[src/rtl/pipelined_rca_adder.sv]
// Pipelined ripple-carry adder/subtractor: the operand is split into STAGES chunks,
// each chunk ripples within one stage and the carry is registered into the next.
module pipelined_rca_adder #(
  parameter int WIDTH  = 32,
  parameter int STAGES = 4
) (
  input  logic             clk,
  input  logic             rst,
  input  logic             in_valid,
  output logic             in_ready,
  input  logic [WIDTH-1:0] a,
  input  logic [WIDTH-1:0] b,
  input  logic             cin,
  input  logic             sub,
  output logic             out_valid,
  input  logic             out_ready,
  output logic [WIDTH-1:0] sum,
  output logic             cout,
  output logic             ovf
);
  localparam int CHUNK = WIDTH / STAGES;
  localparam int MSB   = WIDTH - 1;

  // Bit-serial full-adder cells so the chunk stays a true ripple chain.
  function automatic logic [CHUNK:0] ripple(input logic [CHUNK-1:0] x,
                                            input logic [CHUNK-1:0] y,
                                            input logic             ci);
    logic [CHUNK-1:0] s;
    logic             c;
    c = ci;
    s = '0;
    for (int i = 0; i < CHUNK; i++) begin
      s[i] = x[i] ^ y[i] ^ c;
      c    = (x[i] & y[i]) | (c & (x[i] ^ y[i]));
    end
    return {c, s};
  endfunction

  logic             valid_q [STAGES];
  logic             valid_d [STAGES];
  logic             carry_q [STAGES];
  logic             carry_d [STAGES];
  logic [WIDTH-1:0] res_q   [STAGES];
  logic [WIDTH-1:0] res_d   [STAGES];
  logic [WIDTH-1:0] a_q     [STAGES];
  logic [WIDTH-1:0] a_d     [STAGES];
  logic [WIDTH-1:0] b_q     [STAGES];
  logic [WIDTH-1:0] b_d     [STAGES];

  // Index k holds what feeds stage k: the ports for k=0, stage k-1 registers otherwise.
  logic             src_v   [STAGES+1];
  logic             src_c   [STAGES+1];
  logic [WIDTH-1:0] src_a   [STAGES+1];
  logic [WIDTH-1:0] src_b   [STAGES+1];
  logic [WIDTH-1:0] src_res [STAGES+1];
  logic [CHUNK:0]   rip     [STAGES];
  logic             adv;

  assign out_valid = valid_q[STAGES-1] && !rst;
  assign adv       = !out_valid || out_ready;
  assign in_ready  = adv;

  always_comb begin
    src_v[0]   = in_valid;
    src_c[0]   = sub ? 1'b1 : cin;
    src_a[0]   = a;
    src_b[0]   = sub ? ~b : b;
    src_res[0] = '0;
    for (int k = 0; k < STAGES; k++) begin
      src_v[k+1]   = valid_q[k];
      src_c[k+1]   = carry_q[k];
      src_a[k+1]   = a_q[k];
      src_b[k+1]   = b_q[k];
      src_res[k+1] = res_q[k];
    end
    for (int k = 0; k < STAGES; k++) begin
      rip[k]     = ripple(src_a[k][k*CHUNK +: CHUNK], src_b[k][k*CHUNK +: CHUNK], src_c[k]);
      res_d[k]   = src_res[k];
      res_d[k][k*CHUNK +: CHUNK] = rip[k][CHUNK-1:0];
      carry_d[k] = rip[k][CHUNK];
      a_d[k]     = src_a[k];
      b_d[k]     = src_b[k];
      valid_d[k] = src_v[k];
    end
  end

  // A stall freezes every stage, partial sums and carries included.
  always_ff @(posedge clk) begin
    if (rst) begin
      valid_q <= '{default: 1'b0};
      carry_q <= '{default: 1'b0};
      res_q   <= '{default: '0};
      a_q     <= '{default: '0};
      b_q     <= '{default: '0};
    end else if (adv) begin
      valid_q <= valid_d;
      carry_q <= carry_d;
      res_q   <= res_d;
      a_q     <= a_d;
      b_q     <= b_d;
    end
  end

  assign sum  = res_q[STAGES-1];
  assign cout = carry_q[STAGES-1];
  assign ovf  = (a_q[STAGES-1][MSB] == b_q[STAGES-1][MSB]) &&
                (res_q[STAGES-1][MSB] != a_q[STAGES-1][MSB]);

endmodule

[config.mk]
export PLATFORM = sky130hd
export DESIGN_NAME = pipelined_rca_adder
export DESIGN_NICKNAME = d
export VERILOG_FILES = /design/src/rtl/pipelined_rca_adder.sv
export SDC_FILE = /design/constraint.sdc
export NUM_CORES = 1
export LEC_CHECK = 0
export ABC_AREA = 0
export ABC_CLOCK_PERIOD_IN_PS = 9200
export CORE_AREA = 2 2 120 122
export DETAILED_ROUTE_END_ITERATION = 7
export DIE_AREA = 0 0 122 124
export DONT_BUFFER_PORTS = 1
export PLACE_DENSITY = 0.69
export SYNTH_ARGS = -nofsm -noshare
export SYNTH_HDL_FRONTEND = slang
export SYNTH_SLANG_ARGS = --single-unit
[constraint.sdc]
create_clock -name clk -period 9.2 [get_ports clk]
set_clock_uncertainty 0.05 [all_clocks]
set_input_delay 0.92 -clock clk [delete_from_list [all_inputs] [get_ports clk]]
set_output_delay 0.92 -clock clk [all_outputs]
set_load 0.005 [all_outputs]
==> run_results.csv <==
group,metric,value,unit
setup_path,crit_path_end,"res_d[71]$_SDFFE_PP0P_",
yosys,synth.area.mux_share,0,%
cells_and_area,area_growth,6.41,%
setup_path,critPathKind,"primary input to flip-flop",
setup_path,critPathArrivalTime,4.31,ns
die,row_count,43,
cells_and_area,nets,929,
route,drtPass1Iterations,4,
clock_tree,post-cts-setup-buffers,0,
die,fp.dieW,122,µm
sta,final.setup.tns,0,ns
route,drc,0,
yosys,synthCells,872,
setup_path,start_kind,"primary input",
sta,setup_violations,0,
setup_path,critPathMaxFanout,33,
route,drt_iter0_drc,365,
sta,hold_viol_final,0,
clock_tree,postCtsResizedCells,0,
yosys,yosysSeqAreaShare,49.9,%
cells_and_area,instances_no_fill,1019,
yosys,ys_warn_count,0,
flow_run,maxCapViolCount,0,
sta,layout_min_cycle_time,4.06,ns
clock_tree,max-clock-path-buffers,2,
die,die_h,124,µm
die,core-area,13700,µm²
setup_path,crit_path_top_delay_cell,"fa_1",
cells_and_area,layout-drive-gt1-share,4.05,%
setup_path,required,9.46,ns
placed_design,preCtsSetupSlack,4.68,ns
pwr,vdd_drop_max,0.137,mV
yosys,synth_xor_area_share,3.76,%
route,avgRoutedWirePerCell,14.3,µm
global_routing,grtUsageTotal,19.7,%
setup_path,timing.rr.end,"sum[31]$_SDFFE_PP0P_",
route,post_drt_via_cell_ratio,5.16,
sta,fmax,0.246,GHz
yosys,synth_seq_cells,186,
placed_design,dp_cells,988,
global_routing,grt_pass1_wl,23600,µm
setup_path,rrSetupSlack,5.39,ns
clock_tree,cts_made_buffers,17,
die,die-area,15100,µm²
yosys,synth_top_family_by_area,"simple AND/OR/NAND/NOR gates",
route,antenna_left,0,
setup_path,cp-end-kind,"flip-flop",
yosys,syn_area,7460,µm²
global_routing,grt.overflow.total,0,
sta,slew_headroom,26.0,%
placed_design,gp_congestion,0.786,
setup_path,regToRegStartpoint,"a_d[24]$_SDFFE_PP0P_",
die,initial_core_util,54.4,%
yosys,syn-mean-instance-area,8.56,µm²
status,status,"completed",
global_routing,antenna_found_initial,0,
cells_and_area,diodes,0,
sta,rsz0062_at_grt,"no",
yosys,synth_cell_type_count,19,
setup_path,critPathMostFrequentCell,"fa_1",
clock_tree,h-tree-depth,4,
clock_tree,root_buffer,"clkbuf_16",
die,io_pins,106,
hold_path,hold_path_class,"flip-flop to flip-flop",
sta,setup_slack,5.14,ns
placed_design,dp_hpwl,9360,µm
yosys,synth-compound-area-share,13.8,%
route,num_vias,5262,
sta,drv_slew,0,
pwr,leakage,0.00304,µW
yosys,postSynthNetCount,974,
global_routing,grt_max_degree,188,
route,drt_wl_total,14500,µm
sta,tightestPinTransition,1.11,ns
setup_path,crit_chain,"xor2_1 > fa_1 > inv_1 > fa_1 > fa_1 > fa_1 > fa_1 > fa_1 > fa_1 > inv_1 > fa_1 > nand2_1 > a21oi_1",
clock_tree,numClockSinks,186,
pwr,powerDensity,221,nW/µm²
clock_tree,insertion_delay,0.42,ns
clock_tree,cts_tree,"yes",
global_routing,first_global_vias,4984,
sta,min_period_over_period,44.1,%
placed_design,port_buffers,0,
setup_path,reg2reg_depth,12,
yosys,yosys.area_share.simple,17.4,%
clock_tree,clk_pin_slew_worst_paths,0.06,ns
yosys,synth_fa_ha_area_share,8.58,%
setup_path,slowest_delay,0.41,ns
setup_path,crit_start,"sub",
clock_tree,cts_hold_buf,0,
-- layer usage --
layer,up-vias,track usage (%),share of wire (%)
met5,-,0,0
met4,0,6.25,1.4
met3,16,5.95,5.1
met2,92,30.6,45
met1,2462,26.5,48
li1,2692,-,-
-- critical path: cells and delay by family --
| kind | cells | cell delay [ns] |
|---|---|---|
| fa+ha+maj | 8 | 2.94 |
| compound gates | 1 | 0.08 |
| xor+xnor | 1 | 0.18 |
| buf+inv | 2 | 0.12 |
| simple gates | 1 | 0.07 |
-- cell type report --
cell class	instances	area, µm²
Clock buffer	24	502
Clock inverter	7	113
Fill cell	1226	5780
Inverter	29	109
Multi-Input combinational cell	591	3250
Sequential cell	186	3720
Tap cell	180	225
Timing Repair Buffer	2	15.0
-- cells in the final DEF (no fill, tap or decap) --
cell type and instances:
buf_4 2, nor2_1 42, nand2_1 294, fa_1 32
xnor2_1 28, clkbuf_8 5, clkinvlp_4 1, and2b_4 1
nand2b_1 1, o21ai_0 1, a211oi_1 39, or2_2 1
dfxtp_1 186, nand2b_4 1, a21oi_1 146, inv_1 29
bufinv_16 3, clkbuf_1 2, clkbuf_16 17, xor2_1 4
nor2b_1 1, clkinv_2 3
-- per-stage QoR --
| stage | power (µW) | util [%] | cell area [µm²] | hold slack [ns] |
|---|---|---|---|---|
| floorplan | 1000 | - | 7460 | 0.382 |
| global placement | 1020 | 53.4 | 7330 | 0.384 |
| detailed placement | 1020 | 53.4 | 7330 | 0.388 |
| CTS | 1760 | 57.9 | 7940 | 0.397 |
| global route | 1820 | 57.9 | 7940 | 0.409 |
| finish | 1750 | 57.9 | 7940 | 0.401 |
-- synth_stat cells --
library cell    n  share of area, %
fa_1           32               8.6
a211oi_1       39               3.9
nor2_1         42               2.1
inv_1          29               1.5
buf_6          12               1.8
or2_2           1             0.084
and2b_1         1              0.10
xnor2_1        28               3.3
o21ai_0         1             0.067
clkbuf_1       31               1.6
buf_2          18               1.2
a21oi_1       146               9.8
nand2_1       294                15
xor2_1          4              0.47
nand2b_4        1              0.18
nand2b_1        1             0.084
dfxtp_1       186                50
buf_4           5              0.50
nor2b_1         1             0.084
-- cell families after synthesis --
family                     count (synthesis)
and+or+nand+nor                          341
DFF                                      186
adders and majority gates                 32
xor gates and xnor gates                  32
buffers and inverters                     95
AOI/OAI and AO/OA                        186
-- worst min-delay path by stage --
stage	startpoint	end	slack (ns)	depth (start not counted)
3_5_place_dp	a_d[90]$_SDFFE_PP0P_	a_d[90]$_SDFFE_PP0P_	0.39	2
6_report	a_d[59]$_SDFFE_PP0P_	a_d[59]$_SDFFE_PP0P_	0.40	2
2_1_floorplan	a_d[77]$_SDFFE_PP0P_	a_d[77]$_SDFFE_PP0P_	0.38	2
3_3_place_gp	a_d[87]$_SDFFE_PP0P_	a_d[87]$_SDFFE_PP0P_	0.38	2
4_1_cts	a_d[90]$_SDFFE_PP0P_	a_d[90]$_SDFFE_PP0P_	0.40	2
5_1_grt	a_d[59]$_SDFFE_PP0P_	a_d[59]$_SDFFE_PP0P_	0.41	2
-- flip-flops by register name, summed over array words and instances (netlist names) --
register	cells
a_q	1
sum	32
src_v	4
b_q	1
a_d	48
res_d	48
cout	1
b_d	48
carry_q	3
-- report_power, final --
group | switching, µW | internal [µW] | total (µW)
Sequential | 33.2 | 860 | 893
Combinational | 58.1 | 52.9 | 111
Clock | 286 | 461 | 748
Total | 378 | 1370 | 1750
No activity file was read; power rests on OpenSTA's default activity.
